**src/rtl/div_seq_ctrl_if.sv**
```systemverilog
// Request/response bundle for the sequential divider.
// The upstream master drives the operands and the result acceptance.
// The divider slave returns the handshakes, the result and its status.
interface div_seq_ctrl_if #(
  parameter int WIDTH = 6
);
  logic             in_valid;
  logic             in_ready;
  logic [WIDTH-1:0] dividend;
  logic [WIDTH-1:0] divisor;
  logic             out_valid;
  logic             out_ready;
  logic [WIDTH-1:0] quotient;
  logic [WIDTH-1:0] remainder;
  logic             dbz;
  logic             busy;

  modport master (
    output in_valid, dividend, divisor, out_ready,
    input  in_ready, out_valid, quotient, remainder, dbz, busy
  );

  modport slave (
    input  in_valid, dividend, divisor, out_ready,
    output in_ready, out_valid, quotient, remainder, dbz, busy
  );
endinterface

```
**src/rtl/div_seq_ctrl.sv**
```systemverilog
// Sequential restoring divider with its own controller.
// Each clock in CALC produces one quotient bit, MSB first.
// A divisor of zero short-cuts straight to DONE:
//   - the quotient reads as all ones,
//   - the remainder reads back as the dividend,
//   - dbz is set.
module div_seq_ctrl #(
  parameter int WIDTH = 6
) (
  input logic          clk,
  input logic          rst_n,
  div_seq_ctrl_if.slave bus
);
  localparam int CNT_W = $clog2(WIDTH + 1);

  typedef enum logic [1:0] {
    IDLE,
    CALC,
    DONE
  } state_t;

  state_t           state;
  state_t           state_nxt;
  logic [WIDTH-1:0] q_reg;
  logic [WIDTH-1:0] d_reg;
  logic [WIDTH:0]   r_reg;
  logic [CNT_W-1:0] cnt;
  logic             dbz_reg;

  logic [WIDTH:0]   trial;
  logic [WIDTH:0]   diff;
  logic             fits;
  logic             r_top_unused;

  // One restoring step:
  //   - shift the next dividend bit into the partial remainder;
  //   - compare and subtract at full WIDTH+1 width, so there is never an overflow.
  assign trial = {r_reg[WIDTH-1:0], q_reg[WIDTH-1]};
  assign diff  = trial - {1'b0, d_reg};
  assign fits  = (trial >= {1'b0, d_reg});

  // The partial remainder always stays below the divisor.
  // Its top bit is therefore structurally zero and is never read.
  assign r_top_unused = r_reg[WIDTH];

  assign bus.in_ready  = (state == IDLE);
  assign bus.busy      = (state != IDLE);
  assign bus.out_valid = (state == DONE);
  assign bus.quotient  = q_reg;
  assign bus.remainder = r_reg[WIDTH-1:0];
  assign bus.dbz       = dbz_reg;

  // State register; reset discards any operation in flight.
  always_ff @(posedge clk) begin
    if (!rst_n) state <= IDLE;
    else        state <= state_nxt;
  end

  // Next-state decode:
  //   - accept only in IDLE;
  //   - leave CALC on the last step;
  //   - release DONE when the result is taken.
  always_comb begin
    state_nxt = state;
    case (state)
      IDLE: begin
        if (bus.in_valid) begin
          if (bus.divisor == '0) state_nxt = DONE;
          else                   state_nxt = CALC;
        end
      end
      CALC: begin
        if (cnt == CNT_W'(1)) state_nxt = DONE;
      end
      DONE: begin
        if (bus.out_ready) state_nxt = IDLE;
      end
      default: state_nxt = IDLE;
    endcase
  end

  // Datapath:
  //   - capture operands on accept;
  //   - run one step per CALC cycle;
  //   - hold the result everywhere else.
  always_ff @(posedge clk) begin
    if (!rst_n) begin
      q_reg   <= '0;
      d_reg   <= '0;
      r_reg   <= '0;
      cnt     <= '0;
      dbz_reg <= 1'b0;
    end else begin
      case (state)
        IDLE: begin
          if (bus.in_valid) begin
            d_reg <= bus.divisor;
            if (bus.divisor == '0) begin
              q_reg   <= '1;
              r_reg   <= {1'b0, bus.dividend};
              cnt     <= '0;
              dbz_reg <= 1'b1;
            end else begin
              q_reg   <= bus.dividend;
              r_reg   <= '0;
              cnt     <= CNT_W'(WIDTH);
              dbz_reg <= 1'b0;
            end
          end
        end
        CALC: begin
          q_reg <= {q_reg[WIDTH-2:0], fits};
          r_reg <= fits ? diff : trial;
          cnt   <= cnt - CNT_W'(1);
        end
        default: begin
        end
      endcase
    end
  end
endmodule

```
**src/flat_wrapper.sv**
```systemverilog
// flat-port wrapper written by rule: the top's interface ports become plain ports
module div_seq_ctrl_flat 
#(
  parameter int WIDTH = 6
)
  (clk, rst_n, bus_in_valid, bus_dividend, bus_divisor, bus_out_ready, bus_in_ready, bus_out_valid, bus_quotient, bus_remainder, bus_dbz, bus_busy);
  div_seq_ctrl_if #(.WIDTH(WIDTH)) bus_i ();
  input logic clk;
  input logic rst_n;
  input wire logic [$bits(bus_i.in_valid)-1:0] bus_in_valid;
  input wire logic [$bits(bus_i.dividend)-1:0] bus_dividend;
  input wire logic [$bits(bus_i.divisor)-1:0] bus_divisor;
  input wire logic [$bits(bus_i.out_ready)-1:0] bus_out_ready;
  output wire logic [$bits(bus_i.in_ready)-1:0] bus_in_ready;
  output wire logic [$bits(bus_i.out_valid)-1:0] bus_out_valid;
  output wire logic [$bits(bus_i.quotient)-1:0] bus_quotient;
  output wire logic [$bits(bus_i.remainder)-1:0] bus_remainder;
  output wire logic [$bits(bus_i.dbz)-1:0] bus_dbz;
  output wire logic [$bits(bus_i.busy)-1:0] bus_busy;
  assign bus_i.in_valid = bus_in_valid;
  assign bus_i.dividend = bus_dividend;
  assign bus_i.divisor = bus_divisor;
  assign bus_i.out_ready = bus_out_ready;
  assign bus_in_ready = bus_i.in_ready;
  assign bus_out_valid = bus_i.out_valid;
  assign bus_quotient = bus_i.quotient;
  assign bus_remainder = bus_i.remainder;
  assign bus_dbz = bus_i.dbz;
  assign bus_busy = bus_i.busy;
  div_seq_ctrl #(.WIDTH(WIDTH)) u_core (.clk(clk), .rst_n(rst_n), .bus(bus_i));
endmodule
```
**config.mk**
```make
export PLATFORM = sky130hd
export DESIGN_NAME = div_seq_ctrl_flat
export DESIGN_NICKNAME = d
export VERILOG_FILES = /design/src/rtl/div_seq_ctrl_if.sv /design/src/rtl/div_seq_ctrl.sv /design/src/flat_wrapper.sv
export SDC_FILE = /design/constraint.sdc
export NUM_CORES = 1
export LEC_CHECK = 0
export BUFFER_PORTS_ARGS = -buffer_cell sky130_fd_sc_hd__buf_2
export CORE_MARGIN = 3
export CORE_UTILIZATION = 55
export CTS_CLUSTER_DIAMETER = 40
export DETAILED_ROUTE_END_ITERATION = 6
export PLACE_DENSITY = 0.81
export SLEW_MARGIN = 25
export SYNTH_ARGS = -nofsm -noshare
export SYNTH_HDL_FRONTEND = slang
export SYNTH_SLANG_ARGS = --single-unit
```
**constraint.sdc**
```tcl
create_clock -name clk -period 4.9 [get_ports clk]
set_input_delay 0.245 -clock clk [delete_from_list [all_inputs] [get_ports clk]]
set_output_delay 0.245 -clock clk [all_outputs]
set_load 0.02 [all_outputs]
```
==> Word-level counts from Yosys, hierarchy flattened <==
Cells that the tools add are included.
{ "totals": {"reg_bits": 24, "inputBits": 16, "output_inout_bits": 16, "wordCells": 38} }
{ "op_classes": {"add_sub_neg": 2, "n_lt_le_gt_ge": 1, "n_eq_ne": 6, "n_mux": 16, "reduce_logical": 7} }
{ "ops": {"columns": ["op", "count"], "rows": [
  ["two-way mux 6 bit", 5],
  ["one-hot mux 6 bit (2 select lines)", 2],
  ["two-way mux 2 bit", 4],
  [">= comparator 7 x 6 -> 1 bit", 1],
  ["zero test 6 bit", 1],
  ["two-way mux 3 bit", 2],
  ["one-hot mux 2 bit (3 select lines)", 1],
  ["one-hot mux 3 bit (2 select lines)", 1],
  ["subtractor 6 bit", 1],
  ["!= test 2 bit, second input constant", 2],
  ["AND reduction 2 bit", 2],
  ["nonzero test 2 bit", 2],
  ["equality test 3 x 1 -> 1 bit, second input constant", 1],
  ["AND reduction 3 bit", 1],
  ["subtractor 3 x 1 -> 3 bit, second input constant", 1],
  ["equality test 2 x 1 -> 1 bit, second input constant", 1],
  ["equality test 2 bit, second input constant", 1],
  ["zero test 2 bit", 1],
  ["!= test 2 x 1 -> 1 bit, second input constant", 1],
  ["two-way mux 1 bit", 1]
]} }

==> Longest topological paths before layout <==
Gate-level depths: netlist (run 1).
{ "logic_depth": {"word_depth": 4, "mapped_depth": 9, "depth_no_buf": 9} }

==> Worst setup path before layout (run 1) <==
No wires, ideal clock.
{ "synth_path": {"path_type": "register -> register", "from": "reg u_core.q_reg[5], in the netlist u_core.bus.quotient[5]", "to": "reg u_core.q_reg[0], in the netlist u_core.bus.quotient[0]", "setup_time_ns": 0.115, "arrival_ns": 1.805, "t_required_ns": 4.785, "path_slack_ns": 2.980, "stages_incl_launch_ff": 8, "n_path_buf": 0, "period_less_slack_ns": 1.920, "path_cell_list": "dfxtp_1 inv_1 ha_1 nand2b_1 a21o_1 a311oi_4 o21ai_0 and2_1"} }
{ "synth_between": {"elab_chain_cells": 2} }
{ "synth_lines": {"columns": ["element", "line_no", "source"], "rows": [
  ["from (decl)", "div_seq_ctrl.sv:24", "logic [WIDTH-1:0] q_reg;"],
  ["from (signal assigned)", "div_seq_ctrl.sv:104", "q_reg <= bus.dividend;"],
  ["from (signal assigned)", "div_seq_ctrl.sv:112", "q_reg <= {q_reg[WIDTH-2:0], fits};"],
  [">= comparator 7 x 6 -> 1 bit", "div_seq_ctrl.sv:40", "assign fits = (trial >= {1'b0, d_reg});"],
  ["one-hot mux 6 bit (2 select lines)", "div_seq_ctrl.sv:94", "case (state)"]
]} }
No other way between the ends.
A chain may end at the register's enable or synchronous reset.

==> Final worst setup path (run 1) <==
{ "layout_path": {"from": "reg u_core.d_reg[4]", "to": "reg u_core.r_reg[4]"} }
{ "layout_between": {"elab_chain_cells": 3, "word_cells_on_any_way": 4, "cone_classes": "1 x add/sub; 1 x order compare; 2 x mux"} }
{ "layout_lines": {"columns": ["element", "line_no", "source"], "rows": [
  ["from (decl)", "div_seq_ctrl.sv:25", "logic [WIDTH-1:0] d_reg;"],
  ["from (signal assigned)", "div_seq_ctrl.sv:97", "d_reg <= bus.divisor;"],
  ["subtractor 6 bit / >= comparator 7 x 6 -> 1 bit (equally long branches)", "div_seq_ctrl.sv:39, div_seq_ctrl.sv:40", null],
  ["two-way mux 6 bit (*)", "div_seq_ctrl.sv:113", "r_reg <= fits ? diff : trial;"],
  ["one-hot mux 6 bit (2 select lines) (*)", "div_seq_ctrl.sv:94", null],
  ["to (signal assigned)", "div_seq_ctrl.sv:100", "r_reg <= {1'b0, bus.dividend};"],
  ["to (signal assigned)", "div_seq_ctrl.sv:113", null],
  ["to (decl)", "div_seq_ctrl.sv:26", "logic [WIDTH:0] r_reg;"]
]} }
Mark *: on every way between the ends. The rest lies on a longest branch, timed or not.

==> implementation parameters, run 1 <==
Parameter                              Value

Status
  Status ... finished clean

STA
  Number of failing setup endpoints in the final timing report ... 0
  Final-report max-slew violation count ... 0
  Time the worst path needs with I/O delays and setup ... 2.20 ns
  Final setup skew ... 0.0183 ns
  Final Cycle Share ... 0.448
  Max-Slew Margin vs Limit ... 0.620
  Final worst-path setup slack ... about 2.7 ns
  Worst Tran Pin Value ... 0.567 ns
  Total negative setup slack ... 0 ns
  Unrepaired setup endpoints after global routing ... false
  Achievable clock frequency ... around 0.46 GHz
  Number of hold violations in the final report ... 0

Power and ir drop
  Power share of the combinational group ... 0.306
  Cell Pwr Density ... 327 mW/mm2
  Lkg Pwr ... 0.676 nW
  Largest voltage drop on the vdd net ... 260 uV
  Switching share of power ... 0.335
  Part of the power in registers ... 0.417
  Cell internal power dissipation ... 360 uW
  Net Sw Power ... roughly 180 uW
  Total Power ... between 500 and 600 uW
  Portion of total power attributed to the clock network ... 0.277

Synth
  Gate Count Post-Synth ... 171
  Sequential cell area fraction in the yosys report ... 0.335
  Main flop type after synthesis ... sky130_fd_sc_hd__dfxtp_1
  Flip-flop and latch count after synthesis ... 24
  Synthesized netlist net count ... 196
  Unique masters post-synth ... 34
  Post-Syn Area ... 0.00144 mm2
  Post-synthesis average cell area ... 8.39 um2
  Post-synthesis async set-or-reset flop share ... 0
  Post-synth EDFFs ... 0
  Synthesis warning total ... 0

Cells and area
  Count of nets after finishing ... 225
  Number of antenna repair diodes ... 0
  Area added between synthesis and finish ... 15.2%
  Number of filler instances in the final layout ... 197
  Share of cells above drive strength 1 ... 0.211

Floorplanning
  Vertical die dimension ... 57.1 um
  IO Pins ... 32
  Initial standard-cell utilization of the core ... 0.613
  Site Rows ... 17
  Area of the die ... between 0.003 and 0.004 mm2
  Standard cell core area ... 0.00234 mm2
  Chip width ... 57.1 um

Clocking
  Post-CTS Hold Buffers ... 0
  Number of H-tree levels ... 1
  Clk slew on worst S/H paths ... 0.13 ns
  Clk_lat worst skew ... 0.34 ns
  Root Buffer Master ... sky130_fd_sc_hd__clkbuf_4
  Cts repair resizes ... 0
  CTS tree ... done
  Post-CTS Setup Inserts ... 0
  Clock buffers created by TritonCTS ... 3
  Maximum root-to-sink buffer count ... 2
  Number of sinks on the clock net ... 24

Route
  DRC violation count after routing ... 0
  Detailed-router iteration count before antenna repair ... 4
  Per-cell via count in the routed design ... 6.12
  Total number of vias ... 1390
  Routed wire per std cell ... 15.8 um
  DRT antenna net count ... 0
  Drt total wl ... 3580 um
  Violation count after the first detailed-routing iteration ... 82

Min path
  Min-delay worst type ... in -> reg

Critical path
  List of cells traversed by the critical path ... inv_1, ha_1, nand3_1, a21boi_0, a311oi_4, a221oi_1, a21oi_1
  Sum of buffers and inverters on the critical path ... 1
  Crit path launch type ... flip-flop
  Crit end category ... flip-flop
  Critical setup path kind ... reg -> reg
  Data arrival time of the worst path ... roughly 2.4 ns
  Highest-delay cell along the critical path ... sky130_fd_sc_hd__a21boi_0
  Worst EP required ... 5.12 ns
  CP delay by family, top ... compound AO/OA/AOI/OAI gates
  Highest cell delay on the worst timing path ... between 0.4 and 0.5 ns
  Highest net fanout along the worst path ... 7

Placement
  Final estimated routing congestion in global placement ... 0.961
  Pre-CTS worst setup slack ... 2.93 ns
  Dpl hpwl ... approximately 2600 um
  IO buf count ... 31

Global route
  First-pass GRT wire length ... 6070 um
  All-layer global routing usage ... 0.235
  Total congestion overflow ... 0
  Via count of the first global-routing pass ... 1292
  Initial antenna violation count ... 0
  Pin count of the biggest net entering global routing ... 25

Run
  Number of maximum-capacitance constraint violations ... 0
-- per-layer routing --
layer | wire (um) | up-vias | GRT usage | share of wire
met1 | 1520 | 651 | 0.320 | 0.42
li1 | - | 674 | - | -
met4 | 78 | 0 | 0.0993 | 0.022
met2 | 1770 | 56 | 0.375 | 0.50
met3 | 213 | 9 | 0.0294 | 0.060
met5 | 0 | - | 0 | 0
-- cell type report --
type | instances | area, um2 | share of cell area
multi-input combinational | 128 | 881 | 0.533
clock inverter | 1 | 30.0 | 0.0182
clock buffer | 3 | 22.5 | 0.0136
sequential | 24 | 480 | 0.291
timing repair buffer | 32 | 163 | 0.0984
inverter | 11 | 41.3 | 0.0250
tap | 28 | 35.0 | 0.0212
-- path summary, 6_finish.rpt --
check | end | slack [ns] | cells after the start | from
worst max-delay path | u_core.r_reg[4]$_SDFFE_PN0P_ | 2.70 | 7 | u_core.d_reg[4]$_SDFFE_PN0P_
worst min-delay path | u_core.d_reg[3]$_SDFFE_PN0P_ | 0.17 | 3 | bus_divisor[3]
worst max register to register | u_core.r_reg[4]$_SDFFE_PN0P_ | 2.70 | 7 | u_core.d_reg[4]$_SDFFE_PN0P_
worst min register to register | u_core.cnt[1]$_SDFFE_PN0P_ | 0.47 | 2 | u_core.cnt[1]$_SDFFE_PN0P_
-- worst register-to-register path, delay by kind of cell (launching register included) --
family / cells / cell delay (ns)
adder cells (fa/ha/maj): 1 / 0.37
flip-flops: 1 / 0.35
AO/OA/AOI/OAI: 4 / 1.17
AND/OR/NAND/NOR: 1 / 0.16
buffers and inverters: 1 / 0.05
-- power by group through the flow --
| stage | sequential (mW) | combinational (mW) | clock, mW |
|---|---|---|---|
| after floorplan | 0.237 | 0.108 | 0 |
| after global placement | 0.228 | 0.156 | 0 |
| after detailed placement | 0.230 | 0.160 | 0 |
| after CTS | 0.225 | 0.163 | 0.149 |
| after global routing | 0.228 | 0.182 | 0.158 |
| final | 0.226 | 0.166 | 0.150 |
-- synth_stat cells, drive strengths merged, types with 2 or more instances --
cell,instances,share of area
nand3,4,0.014
nand3b,3,0.016
nor3b,2,0.010
or2,2,0.0087
and2,3,0.013
nand2b,4,0.017
inv,11,0.029
a21oi,13,0.045
ha,8,0.070
o21ai,16,0.056
a21boi,14,0.073
nand2,18,0.047
a221oi,6,0.037
a22oi,6,0.031
a21o,2,0.010
nor2,5,0.013
o211ai,2,0.010
dfxtp,24,0.33
nor2b,6,0.026
and3,3,0.013
clkbuf,7,0.019
-- stage by stage --
stage               utilization  hold slack (ns)  std cells  cell area [um2]
floorplan                     -            0.390        171             1440
global placement          0.684            0.451        223             1600
detailed placement        0.684            0.456        223             1600
CTS                       0.706            0.174        227             1650
global route              0.706            0.154        227             1650
finish                    0.706            0.174        227             1650
-- cells in the final DEF (no fill, tap or decap), drive strengths merged, types with 2 or more instances in the layout --
cell type and count:
and3 3, o211ai 2, nor2b 6, nand2b 4, ha 8, and2 3, a221oi 6, nor3b 2
nand3b 3, nand2 18, buf 32, a22oi 6, a21o 2, inv 11, dfxtp 24, nor2 5
o21ai 16, a21oi 13, a21boi 14, nand3 4, or2 2, clkbuf 3
-- kinds of logic after synthesis --
logic type               share of synthesized area
XOR/XNOR                                    0.0122
adder cells (fa/ha/maj)                     0.0837
buffers and inverters                       0.0514
AO/OA/AOI/OAI                                0.305
AND/OR/NAND/NOR                              0.213
flip-flops                                   0.335
No activity file was read; power rests on OpenSTA's default activity.
==> run 2, diff against run 1 <==
--- a/config.mk
+++ b/config.mk
@@ -7,10 +7,10 @@
 export LEC_CHECK = 0
 export BUFFER_PORTS_ARGS = -buffer_cell sky130_fd_sc_hd__buf_2
 export CORE_MARGIN = 3
-export CORE_UTILIZATION = 55
+export CORE_UTILIZATION = 48
 export CTS_CLUSTER_DIAMETER = 40
 export DETAILED_ROUTE_END_ITERATION = 6
-export PLACE_DENSITY = 0.81
+export PLACE_DENSITY = 0.75
 export SLEW_MARGIN = 25
 export SYNTH_ARGS = -nofsm -noshare
 export SYNTH_HDL_FRONTEND = slang
==> constraint.sdc (replaced) <==
create_clock -name clk -period 1.8 [get_ports clk]
set_input_delay 0.09 -clock clk [delete_from_list [all_inputs] [get_ports clk]]
set_output_delay 0.09 -clock clk [all_outputs]
set_load 0.02 [all_outputs]
==> implementation parameters, run 2 (synthesized netlist as in run 1, its figures left out) <==
Parameter                              Value

Floorplanning
  Area of the die ... 0.00368 mm2
  Chip width ... 60.7 um
  Initial standard-cell utilization of the core ... 0.512
  Standard cell core area ... roughly 0.0028 mm2
  Site Rows ... 19
  IO Pins ... 32
  Vertical die dimension ... just over 60 um

Power and ir drop
  Switching share of power ... 0.356
  Cell Pwr Density ... 781 mW/mm2
  Cell internal power dissipation ... 967 uW
  Largest voltage drop on the vdd net ... 419 uV
  Power share of the combinational group ... 0.394
  Portion of total power attributed to the clock network ... 0.197
  Lkg Pwr ... approximately 0.8 nW
  Net Sw Power ... 534 uW
  Part of the power in registers ... 0.409

Cells and area
  Number of antenna repair diodes ... 0
  Share of cells above drive strength 1 ... 0.393
  Finished Layout Cells ... approximately 250
  Most frequent cells in the layout ... sky130_fd_sc_hd__buf_2 (31), sky130_fd_sc_hd__nand2_1 (18), sky130_fd_sc_hd__dfxtp_1 (17), sky130_fd_sc_hd__o21ai_0 (15), sky130_fd_sc_hd__buf_4 (14)
  Count of nets after finishing ... 240
  Most common cell after layout, fill and taps aside ... sky130_fd_sc_hd__buf_2
  Area added between synthesis and finish ... 33.8%
  Post-route standard cell area excluding fillers ... 0.00192 mm2

Clocking
  CTS tree ... done
  Number of sinks on the clock net ... 24
  Number of H-tree levels ... 1
  Maximum root-to-sink buffer count ... 2
  Clk_lat worst skew ... 0.32 ns
  Clk slew on worst S/H paths ... 0.14 ns
  Clock buffers created by TritonCTS ... 3
  Root Buffer Master ... sky130_fd_sc_hd__clkbuf_4

Placement
  Final estimated routing congestion in global placement ... 0.884
  Dpl hpwl ... 2840 um
  IO buf count ... 31
  Number of cells in the design after placement ... 238
  Placement-stage cell area ... between 0.0015 and 0.002 mm2

STA
  Total negative setup slack ... 0 ns
  Achievable clock frequency ... 0.577 GHz
  Worst Tran Pin Value ... roughly 0.4 ns
  Final Cycle Share ... 0.963
  Number of hold violations in the final report ... 0
  Final setup skew ... about 0.0044 ns
  Unrepaired setup endpoints after global routing ... true
  Final-report max-slew violation count ... 0
  Number of failing setup endpoints in the final timing report ... 0
  Hold slack final ... roughly 0.0055 ns
  Max-Slew Margin vs Limit ... 0.734
  Time the worst path needs with I/O delays and setup ... 1.73 ns

Critical path
  Critical setup path kind ... reg -> reg
  Crit end category ... flip-flop
  Data arrival time of the worst path ... approximately 2.0 ns
  Worst EP required ... 2.03 ns
  Crit path launch type ... flip-flop
  Highest net fanout along the worst path ... 7

Route
  DRC violation count after routing ... 0
  Total number of vias ... roughly 1500
  Routed wire per std cell ... approximately 17 um
  Per-cell via count in the routed design ... just under 6
  Violation count after the first detailed-routing iteration ... 62
  Drt total wl ... 4060 um
  Detailed-router iteration count before antenna repair ... 4
  DRT antenna net count ... 0

Run
  Number of maximum-capacitance constraint violations ... 0

Global route
  Pin count of the biggest net entering global routing ... 25
  Initial antenna violation count ... 0
  Via count of the first global-routing pass ... roughly 1300
  All-layer global routing usage ... 0.215
  First-pass GRT wire length ... 5930 um
  Total congestion overflow ... 0

Min path
  Min-delay worst type ... in -> reg

Status
  Status ... finished clean
run 2: changes by cell type in the layout (fill, tap and decap cells not counted), sizes merged:
cell / before / now
buf: 32 / 47
bufinv: 1 / 0
clkbuf: 3 / 4
run 2: power by group through the flow:
stage,sequential (mW),clock [mW],combinational [mW]
6_report,0.615,0.296,0.591
5_1_grt,0.620,0.321,0.634
4_1_cts,0.609,0.297,0.515
3_5_place_dp,0.619,0,0.486
3_3_place_gp,0.617,0,0.474
2_1_floorplan,0.645,0,0.295
run 2: routing by layer:
layer  up-vias  GRT usage  part of all wire
li1        697          -                 -
met1       678      0.296              0.41
met2        70      0.340              0.48
met3        14     0.0255             0.080
met4         0     0.0867             0.030
met5         -          0                 0
run 2: area by class of cell:
cell class | count | area, um2
repair buffers | 47 | 292
well taps | 31 | 38.8
multi-input cells | 128 | 1020
clock buffers | 4 | 36.3
fillers | 238 | 885
inverters | 11 | 41.3
flip-flops and latches | 24 | 489
run 2: stage by stage:
| step | total power, mW | util | setup WS, ns |
|---|---|---|---|
| final | 1.50 | 0.685 | 0.0674 |
| after global routing | 1.58 | 0.685 | -0.0411 |
| after CTS | 1.42 | 0.634 | 0.000176 |
| after detailed placement | 1.11 | 0.605 | -0.102 |
| after global placement | 1.09 | 0.605 | -0.0298 |
| after floorplan | 0.939 | - | 0.00101 |
run 2: worst paths after layout:
path,start,end,slack [ns],depth (start not counted)
max,u_core.d_reg[2]$_SDFFE_PN0P_,u_core.bus.quotient[0]$_SDFFE_PN0P_,0.07,7
min,bus_divisor[2],u_core.d_reg[2]$_SDFFE_PN0P_,0.006,3
max reg2reg,u_core.d_reg[2]$_SDFFE_PN0P_,u_core.bus.quotient[0]$_SDFFE_PN0P_,0.07,7
min reg2reg,u_core.bus.dbz$_SDFFE_PN0P_,u_core.bus.dbz$_SDFFE_PN0P_,0.47,2
run 2: worst max-delay path, stage by stage, from the launching register on:
cell and delay (ns):
sky130_fd_sc_hd__dfxtp_2 0.35, sky130_fd_sc_hd__inv_1 0.04, sky130_fd_sc_hd__ha_1 0.32, sky130_fd_sc_hd__and3_4 0.22
sky130_fd_sc_hd__a311oi_4 0.29, sky130_fd_sc_hd__buf_6 0.20, sky130_fd_sc_hd__o21ai_1 0.08, sky130_fd_sc_hd__and2_1 0.15
run 2: what timing repair did:
item,in CTS,in global routing
pin swaps,3,15
resized for setup,8,25
hold buffers,0,0
setup buffers,1,2
setup endpoints to repair,7,7
